<file path="src/rtl/regfile_dump_pkg.sv">
// regdump_pkg: shared register-file geometry and the dump engine state encoding
package regdump_pkg;
  localparam int REGDUMP_NUM_REGS = 32;
  localparam int REGDUMP_ADDR_W = 5;
  localparam int REGDUMP_DATA_W = 32;
  typedef enum logic [2:0] {IDLE, FETCH, SEND, CKSUM, DONE} state_t;
endpackage

</file>
<file path="src/rtl/regfile_dump_if.sv">
// regfile_dump_if: dump control, register-file read port and output word stream
interface regfile_dump_if #(
  parameter int ADDR_W = regdump_pkg::REGDUMP_ADDR_W,
  parameter int DATA_W = regdump_pkg::REGDUMP_DATA_W
);
  logic start;
  logic busy;
  logic done;
  logic [ADDR_W-1:0] rf_read_addr;
  logic [DATA_W-1:0] rf_read_data;
  logic out_valid;
  logic out_ready;
  logic [DATA_W-1:0] out_data;
  logic [ADDR_W-1:0] out_addr;
  logic out_last;
  modport master (
    input start, rf_read_data, out_ready,
    output busy, done, rf_read_addr, out_valid, out_data, out_addr, out_last
  );
  modport slave (
    output start, rf_read_data, out_ready,
    input busy, done, rf_read_addr, out_valid, out_data, out_addr, out_last
  );
endinterface

</file>
<file path="src/rtl/regfile_dump.sv">
// regfile_dump: streams every register of the file out as valid/ready beats.
// Define REGDUMP_CHECKSUM_EN to append an XOR-checksum beat after the last register.
module regfile_dump
  import regdump_pkg::*;
#(
  parameter int NUM_REGS = REGDUMP_NUM_REGS,
  parameter int ADDR_W = REGDUMP_ADDR_W,
  parameter int DATA_W = REGDUMP_DATA_W
) (
  input logic clk,
  input logic rst_n,
  regfile_dump_if.master bus
);
  state_t state;
  logic [ADDR_W-1:0] addr;
  logic [DATA_W-1:0] rd;
  logic last;
`ifdef REGDUMP_CHECKSUM_EN
  logic [DATA_W-1:0] cksum;
`endif
  assign rd = bus.rf_read_data;
  assign last = addr == ADDR_W'(NUM_REGS - 1);
  assign bus.rf_read_addr = addr;
  always_ff @(posedge clk or negedge rst_n)
    if (!rst_n) begin
      state <= IDLE;
      addr <= '0;
      bus.busy <= 1'b0;
      bus.done <= 1'b0;
      bus.out_valid <= 1'b0;
      bus.out_data <= '0;
      bus.out_addr <= '0;
      bus.out_last <= 1'b0;
`ifdef REGDUMP_CHECKSUM_EN
      cksum <= '0;
`endif
    end else begin
      case (state)
        IDLE: if (bus.start) begin
          addr <= '0;
          bus.busy <= 1'b1;
          state <= FETCH;
`ifdef REGDUMP_CHECKSUM_EN
          cksum <= '0;
`endif
        end
        FETCH: begin
          bus.out_data <= rd;
          bus.out_addr <= addr;
          bus.out_valid <= 1'b1;
          state <= SEND;
`ifdef REGDUMP_CHECKSUM_EN
          bus.out_last <= 1'b0;
          cksum <= cksum ^ rd;
`else
          bus.out_last <= last;
`endif
        end
        SEND: if (bus.out_ready) begin
          bus.out_valid <= 1'b0;
          if (!last) begin
            addr <= addr + 1'b1;
            state <= FETCH;
          end else begin
`ifdef REGDUMP_CHECKSUM_EN
            // checksum beat follows immediately; no fetch cycle needed
            bus.out_valid <= 1'b1;
            bus.out_data <= cksum;
            bus.out_addr <= '0;
            bus.out_last <= 1'b1;
            state <= CKSUM;
`else
            bus.done <= 1'b1;
            state <= DONE;
`endif
          end
        end
        CKSUM: if (bus.out_ready) begin
          bus.out_valid <= 1'b0;
          bus.done <= 1'b1;
          state <= DONE;
        end
        DONE: begin
          bus.done <= 1'b0;
          bus.busy <= 1'b0;
          addr <= '0;
          state <= IDLE;
        end
        default: state <= IDLE;
      endcase
    end
endmodule
</file>
<file path="src/flat_wrapper.sv">
// flat-port wrapper written by rule: the top's interface ports become plain ports
module regfile_dump_flat import regdump_pkg::*;
#(
  parameter int NUM_REGS = REGDUMP_NUM_REGS,
  parameter int ADDR_W = REGDUMP_ADDR_W,
  parameter int DATA_W = REGDUMP_DATA_W
)
  (clk, rst_n, bus_start, bus_rf_read_data, bus_out_ready, bus_busy, bus_done, bus_rf_read_addr, bus_out_valid, bus_out_data, bus_out_addr, bus_out_last);
  regfile_dump_if #(.ADDR_W(ADDR_W), .DATA_W(DATA_W)) bus_i ();
  input logic clk;
  input logic rst_n;
  input wire logic [$bits(bus_i.start)-1:0] bus_start;
  input wire logic [$bits(bus_i.rf_read_data)-1:0] bus_rf_read_data;
  input wire logic [$bits(bus_i.out_ready)-1:0] bus_out_ready;
  output wire logic [$bits(bus_i.busy)-1:0] bus_busy;
  output wire logic [$bits(bus_i.done)-1:0] bus_done;
  output wire logic [$bits(bus_i.rf_read_addr)-1:0] bus_rf_read_addr;
  output wire logic [$bits(bus_i.out_valid)-1:0] bus_out_valid;
  output wire logic [$bits(bus_i.out_data)-1:0] bus_out_data;
  output wire logic [$bits(bus_i.out_addr)-1:0] bus_out_addr;
  output wire logic [$bits(bus_i.out_last)-1:0] bus_out_last;
  assign bus_i.start = bus_start;
  assign bus_i.rf_read_data = bus_rf_read_data;
  assign bus_i.out_ready = bus_out_ready;
  assign bus_busy = bus_i.busy;
  assign bus_done = bus_i.done;
  assign bus_rf_read_addr = bus_i.rf_read_addr;
  assign bus_out_valid = bus_i.out_valid;
  assign bus_out_data = bus_i.out_data;
  assign bus_out_addr = bus_i.out_addr;
  assign bus_out_last = bus_i.out_last;
  regfile_dump #(.NUM_REGS(NUM_REGS), .ADDR_W(ADDR_W), .DATA_W(DATA_W)) u_core (.clk(clk), .rst_n(rst_n), .bus(bus_i));
endmodule
</file>
<file path="config.mk">
export PLATFORM = sky130hd
export DESIGN_NAME = regfile_dump_flat
export DESIGN_NICKNAME = d
export VERILOG_FILES = /design/src/rtl/regfile_dump_pkg.sv /design/src/rtl/regfile_dump_if.sv /design/src/rtl/regfile_dump.sv /design/src/flat_wrapper.sv
export SDC_FILE = /design/constraint.sdc
export NUM_CORES = 1
export LEC_CHECK = 0
export CAP_MARGIN = 20
export CORE_UTILIZATION = 42
export CTS_CLUSTER_DIAMETER = 120
export DETAILED_ROUTE_END_ITERATION = 8
export PLACE_DENSITY = 0.91
export RECOVER_POWER = 50
export SETUP_SLACK_MARGIN = 0.15
export SKIP_CTS_REPAIR_TIMING = 1
export SYNTH_ARGS = -nofsm -noshare
export SYNTH_HDL_FRONTEND = slang
export SYNTH_SLANG_ARGS = --single-unit
</file>
<file path="constraint.sdc">
create_clock -name clk -period 2.7 [get_ports clk]
set_clock_uncertainty 0.1 [all_clocks]
set_input_delay 0.405 -clock clk [delete_from_list [all_inputs] [get_ports clk]]
set_output_delay 0.405 -clock clk [all_outputs]
set_load 0.01 [all_outputs]
</file>
* Word-level counts from Yosys, hierarchy flattened *
Index checks and enable logic that the tools add are counted.

word-level totals
  output and inout bits = 46
  word-level logic and storage cells = 48
  input port bits = 36
  bits in registers = 49

cells by class
  reductions and logical operators = 11
  equality and inequality tests = 11
  add/sub/neg operators = 1
  muxes and demuxes = 17

operator list
  operator             number
  $mux 5               3
  $pmux 5 s3           1
  $mux 3               4
  $pmux 3 s4           1
  $ne 2x2->1 const B   4
  $reduce_and 4->1     2
  $eq 3x2->1 const B   2
  $reduce_bool 3->1    2
  $add 5x1->5 const B  1
  $eq 5x5->1 const B   1
  $mux 1               5
  $ne 2x1->1 const B   2
  $pmux 1 s2           2
  $reduce_and 2->1     2
  $reduce_bool 2->1    2
  $eq 3x1->1 const B   1
  $eq 3x3->1 const B   1
  $logic_not 3->1      1
  $pmux 1 s3           1
  $reduce_and 3->1     1
  $reduce_or 2->1      1

* Depth between registers and ports, before layout *
Gate-level depths: netlist (run 1).

  word-level depth = 4
  gate-level depth with buffers = 6
  gate-level depth less buffers = 6

* Worst setup path after synthesis (run 1) *
No wires, ideal clock.

  path type = register to register
  start = register u_core.addr[0] (netlist: u_core.bus.rf_read_addr[0])
  end = register u_core.addr[1] (netlist: u_core.bus.rf_read_addr[1])
  data required time = 2.521 ns
  clock period less this slack = 2.123 ns
  arrival = 1.944 ns
  slack = 0.577 ns
  cell stages (with the launch flop) = 7
  cell sequence = dfrtp_1 -> ha_1 -> and3_1 -> ha_1 -> or3b_4 -> a211oi_4 -> mux2i_1

on the way
  elaborated cells on any way between the ends = 7

RTL lines
  what                               RTL line            text
  from (decl)                        regfile_dump.sv:15  logic [ADDR_W-1:0] addr;
  from (signal assigned)             regfile_dump.sv:62  addr <= addr + 1'b1;
  $eq 5x5->1                         regfile_dump.sv:22  assign last = addr == ADDR_W'(NUM_REGS - 1);
  net u_core.last                    regfile_dump.sv:17  logic last;
  $ne 2x2->1 (no source line)        --
  $reduce_and 4->1 (no source line)  --

The timed path passes the listed nets, and every way through them passes these cells. The select of a mux whose other input is x is not followed.
A chain may end at the register's enable or synchronous reset.

* Worst setup path after layout (run 1) *
Ends and elaborated chain as after synthesis.

==> impl_results.md, run 1 <==
* Core area at 4470 um2
* Hold WC Path Type: in -> async
* Yosys top cell area share at 0.614
* Number of global-route vias before repair at 1,441
* Drt pass-1 iters at 6
* First-pass GRT wire length at 6530 um
* Post-place setup slack at 0.438 ns
* Yosys warnings at 0
* Routed Antenna Nets at 0
* Slew margin rel. at 0.227
* Layout cells sized above 1 at 0.225
* Worst R2R Path Depth at 6
* Mapped Area at 2000 um2
* Post-synth net total at 177
* Critical path fanouts, max at 5
* Die Wd at 71.0 um
* Max Clk Rate at 0.436 GHz
* Clk buf depth at 2
* CP Launch Type: flop
* Synth area leader: dfrtp_1
* Syn Area/Cell at 14.4 um2
* H-Tree Depth at 2
* Setup tns final at 0 ns
* Max cap viols at 0
* Clk sinks at 49
* Via count at 1,399
* Worst endpoint data arrival time at 2.41 ns
* Initial Util at 0.446
* Area contributors post-synth: dfrtp_1 (61%), mux2_2 (21%), a21oi_1 (1.5%), buf_4 (1.5%), a31oi_1 (1.3%)
* Most used flip-flop cell after synthesis: dfrtp_1
* Pwr/cell area at 1070 nW/um2
* Largest net degree at the start of global routing at 50
* Status: complete, but fails checks
* Kind of critical path: reg -> reg
* Final Hold Vio Count at 0
* # setup viols final at 0
* Clock slew at reported path FFs at 0.08 ns
* Post-synth EDFFs at 0
* Slowest stage delay, CP at 0.43 ns
* DR vias/cell at 5.11
* CTS tree: done
* Synthesized flop and latch total at 49
* Library cells used by synthesis at 27
* Slew Limit Fails at 0
* Top-count cell post-synth: dfrtp_1
* Hold Worst Slack at 0.313 ns
* Final WL at 3880 um
* Tcrit/Tclk final at 0.850
* Failing checks: DRC
* RSZ-0062 raised after global routing: false
* Ports at 82
* FILL cells at 357
* Worst path most repeated cell: ha_1
* Post-synthesis sequential area ratio at 0.614
* Leakage at 1.26 nW
* Peak VDD IR at 0.543 mV
* Post-Synthesis Cells at 139
* Async set-or-reset flop fraction in the synthesized netlist at 1.00
* Root buf cell: clkbuf_8
* Area Overhead vs Synth at 46.7%
* Total gr overflow at 0
* Most frequent cells after synthesis: dfrtp_1 (49), mux2_2 (37), a21oi_1 (6)
* Starting DRT DRC Count at 52
* Initial antenna violation count at 0
* Min Clock Period, post-route at 2.29 ns
* GPL Wtd Cong at 0.780
* Final HPWL DP at 2850 um
* Slew @ Worst Pin at 1.16 ns
* Row count at 24
* Fin worst setup slack at 0.406 ns
* DRC viols at 9
* Die area at 5030 um2
* Worst EP required at 2.82 ns
* Die Ht at 71.0 um
* CTS Buf Count at 5
* Drt wl/cell at 14.2 um
* Clock Latency Late Sink at 0.29 ns
* Overall Global Routing Usage at 0.168
* Worst Setup End Kind: flop
* Final #Nets at 260
* Slowest cell on crit path: dfrtp_1
* Worst-path cell chain: ha_1, and3_1, ha_1, or3b_4, a211oi_4, mux2i_1
* IO buf count at 81
* Diode count at 0
worst paths after layout:
path	startpoint	endpoint	slack, ns
setup reg to reg	u_core.bus.rf_read_addr[0]	u_core.bus.rf_read_addr[1]	0.41
hold reg to reg	u_core.bus.out_data[22]	u_core.bus.out_data[22]	0.39
hold / removal	rst_n	u_core.bus.out_data[15]	0.31
min in group clk	u_core.bus.out_data[22]	u_core.bus.out_data[22]	0.39
setup / recovery	u_core.bus.rf_read_addr[0]	u_core.bus.rf_read_addr[1]	0.41
max in group asynchronous	rst_n	u_core.bus.out_data[5]	1.47
placed cells by master (no fill, tap or decap):
master | Yosys | layout
a21o_1 | 1 | 1
clkdlybuf4s50_1 | 0 | 59
dlygate4sd3_1 | 0 | 21
a211oi_1 | 1 | 1
nor3_1 | 2 | 2
o22a_1 | 1 | 1
mux2i_1 | 2 | 2
nand3_1 | 1 | 1
inv_2 | 1 | 1
and3b_1 | 1 | 1
buf_12 | 0 | 1
and3_1 | 3 | 2
a31oi_1 | 4 | 4
nor2_1 | 4 | 4
clkbuf_8 | 0 | 6
buf_2 | 2 | 1
nor3b_1 | 1 | 1
nand2_1 | 2 | 2
and3_2 | 0 | 1
clkbuf_1 | 0 | 1
clkbuf_2 | 0 | 1
or3b_4 | 1 | 1
nand2b_1 | 4 | 4
a21oi_1 | 6 | 6
nand3b_1 | 2 | 2
dfrtp_1 | 49 | 49
o21ai_1 | 1 | 1
a211oi_4 | 1 | 1
inv_1 | 4 | 4
mux2_2 | 37 | 37
mux2_1 | 1 | 1
ha_1 | 2 | 2
stage by stage:
stage	total power, mW	std cells	cell area [um2]	utilization
after CTS	3.24	274	2930	0.655
after floorplan	2.05	139	2000	-
after detailed placement	2.81	267	2850	0.636
after global routing	3.35	274	2930	0.655
final	3.13	274	2930	0.655
after global placement	2.77	267	2850	0.636
cell families (layout without fill, tap and decap cells):
kind of cell               after synthesis  after routing  share of synthesized area
DFF                                     49             49                      0.614
AOI/OAI and AO/OA                       15             15                     0.0520
adders and majority gates                2              2                     0.0125
buffers and inverters                   12             95                     0.0351
and+or+nand+nor                         21             21                     0.0620
muxes                                   40             40                      0.224
registers in the layout, indices dropped and copies added (netlist names):
name                     flops
u_core.bus.out_valid         1
u_core.bus.out_addr          5
u_core.bus.out_last          1
u_core.state                 3
u_core.bus.done              1
u_core.bus.out_data         32
u_core.bus.busy              1
u_core.bus.rf_read_addr      5
critical path, delay by kind of cell, from the launching register on:
kind | cells | cell delay [ns]
and+or+nand+nor | 2 | 0.59
DFF | 1 | 0.43
adders and majority gates | 2 | 0.47
muxes | 1 | 0.24
AOI/OAI and AO/OA | 1 | 0.38
where the power goes:
group / internal (mW) / switching (mW) / leakage, nW / total, mW
sequential: 1.06 / 0.203 / 0.601 / 1.26
combinational: 0.899 / 0.556 / 0.617 / 1.45
clock: 0.203 / 0.217 / 0.0443 / 0.420
total: 2.16 / 0.975 / 1.26 / 3.13
per-layer routing:
metal  global-route usage  routed length (um)  vias to the layer above
met3               0.0527                 334                        6
met2                0.287                1880                       59
met1                0.196                1630                      681
met4               0.0711                  34                        0
met5                    0                   0                        -
li1                     -                   -                      653
area by class of cell:
cell class / instances / area (um2) / share of cell area
Tap cell: 52 / 65.1 / 0.0222
Multi-Input combinational cell: 78 / 702 / 0.240
Inverter: 5 / 18.8 / 0.00641
Clock buffer: 7 / 86.3 / 0.0295
Timing Repair Buffer: 83 / 831 / 0.284
Sequential cell: 49 / 1230 / 0.419
Note: power is estimated with default switching activity, not from simulation.
==> inputs of run 2 (changes only) <==
Clock period 2.7 ns to 2.35 ns, I/O delays scaled along.
==> run 2 against run 1 <==
Against the previous run:
- the flow still finishes with violations (DRC)
- critical path depth did not move
- register-to-register slack got worse by 0.22 ns
- worst setup slack got worse by 0.22 ns
- combinational power rose by 19%
- first-iteration DRC count rose by 52%
- die area did not move
- cell count rose by 2.2%
- worst hold slack improved by 0.082 ns
- sequential share of layout area fell by 1.2 points
- sequential power rose by 15%
- utilization rose by 1.9 points
- largest power group unchanged
- highest routed layer unchanged
==> impl_results.md, run 2 (synthesis gave the netlist of run 1 again) <==
* Status: complete, but fails checks
* Failing checks: DRC
* Clock Latency Late Sink at 0.29 ns
* Min Clock Period, post-route at 2.16 ns
* Die Ht at 71.0 um
* Critical path fanouts, max at 5
* DRC viols at 9
* Slew @ Worst Pin at 1.36 ns
* Ports at 82
* Clk network pwr share at 0.141
* Row count at 24
* Worst endpoint data arrival time at 2.28 ns
* Peak VDD IR at 0.734 mV
* Worst Setup End Kind: flop
* Overall Global Routing Usage at 0.173
* Via count at 1,409
* Core area at 4470 um2
* First-pass GRT wire length at 6710 um
* Die Wd at 71.0 um
* Slowest cell on crit path: dfrtp_1
* Most frequent cells in the layout: clkdlybuf4s50_1 (61), dfrtp_1 (49), mux2_2 (37)
* Total gr overflow at 0
* Seq pwr share at 0.393
* Worst-path cell chain: ha_1, and3_4, ha_4, or3b_4, a211oi_4, mux2i_1
* Routed Antenna Nets at 0
* Largest net degree at the start of global routing at 39
* CTS tree: done
* Leakage at 1.30 nW
* DR vias/cell at 5.03
* Clock slew at reported path FFs at 0.09 ns
* Slew Limit Fails at 0
* Setup tns final at 0 ns
* P_int at 2.55 mW
* # setup viols final at 0
* Comb pwr share at 0.466
* Post-place setup slack at 0.105 ns
* Final WL at 3980 um
* Clk sinks at 49
* Die area at 5030 um2
* Slowest stage delay, CP at 0.44 ns
* Drt pass-1 iters at 6
* Initial Util at 0.446
* Hold WC Path Type: reg -> reg
* Max cap viols at 0
* Kind of critical path: reg -> reg
* Root buf cell: clkbuf_8
* H-Tree Depth at 2
* Commonest non-fill, non-tap cell in the layout: clkdlybuf4s50_1
* Biggest register: u_core.bus.out_data
* Worst Path Buf+Inv at 0
* Pwr/cell area at 1220 nW/um2
* Number of global-route vias before repair at 1,400
* CP Launch Type: flop
* Max reg flops at 32
* GPL Wtd Cong at 0.794
* Clk buf depth at 2
* Tcrit/Tclk final at 0.919
* Switching fraction of total power at 0.310
* Fin worst setup slack at 0.190 ns
* Final Hold Vio Count at 0
* Crit path max-delay family: simple AND/OR/NAND/NOR gates
* Switching power at 1.14 mW
* Area Overhead vs Synth at 51.0%
* RSZ-0062 raised after global routing: true
* Initial antenna violation count at 0
* Diode count at 0
* Worst EP required at 2.47 ns
* IO buf count at 81
* Final HPWL DP at 2910 um
* Final #Nets at 265
* Drt wl/cell at 14.2 um
* CTS Buf Count at 5
* Starting DRT DRC Count at 79
* Slew margin rel. at 0.0958
* Max Clk Rate at 0.463 GHz
* Layout cells sized above 1 at 0.250
run 2: final timing paths:
kind | start | slack (ns) | cells past startpoint | endpoint
min in group asynchronous | rst_n | 0.81 | 2 | u_core.bus.out_data[14]
max in group asynchronous | rst_n | 0.54 | 2 | u_core.bus.out_addr[0]
worst max-delay path | u_core.bus.rf_read_addr[1] | 0.19 | 6 | u_core.bus.rf_read_addr[4]
worst max register to register | u_core.bus.rf_read_addr[1] | 0.19 | 6 | u_core.bus.rf_read_addr[4]
worst min-delay path | u_core.bus.out_data[22] | 0.39 | 1 | u_core.bus.out_data[22]
worst min register to register | u_core.bus.out_data[22] | 0.39 | 1 | u_core.bus.out_data[22]
run 2: metal layers:
layer | GRT usage | vias to the layer above | wire length, um
li1 | - | 664 | -
met1 | 0.207 | 687 | 1610
met2 | 0.300 | 56 | 2050
met3 | 0.0527 | 2 | 311
met4 | 0.0533 | 0 | 6
met5 | 0 | - | 0
run 2: metrics by stage:
stage          utilization  total power [mW]  cell area, um2  cells  hold WS, ns
2_1_floorplan            -              2.35            2000    139      -0.0431
3_3_place_gp         0.639              3.18            2860    267        0.272
3_5_place_dp         0.639              3.24            2860    267        0.276
4_1_cts              0.661              3.78            2960    275      -0.0485
5_1_grt              0.674              3.95            3020    280        0.418
6_report             0.674              3.69            3020    280        0.395
run 2: area by class of cell:
class	instances	area, um2
Tap cell	52	65.1
Fill cell	348	1460
Timing Repair Buffer	88	885
Multi-Input combinational cell	78	719
Clock inverter	1	5.00
Inverter	5	18.8
Sequential cell	49	1230
Clock buffer	7	96.3
run 2: power by group through the flow:
stage	clock, mW	combinational (mW)	sequential [mW]
after floorplan	0	0.776	1.57
after global placement	0	1.73	1.44
after detailed placement	0	1.76	1.48
after CTS	0.547	1.77	1.46
after global routing	0.577	1.86	1.51
final	0.522	1.72	1.45
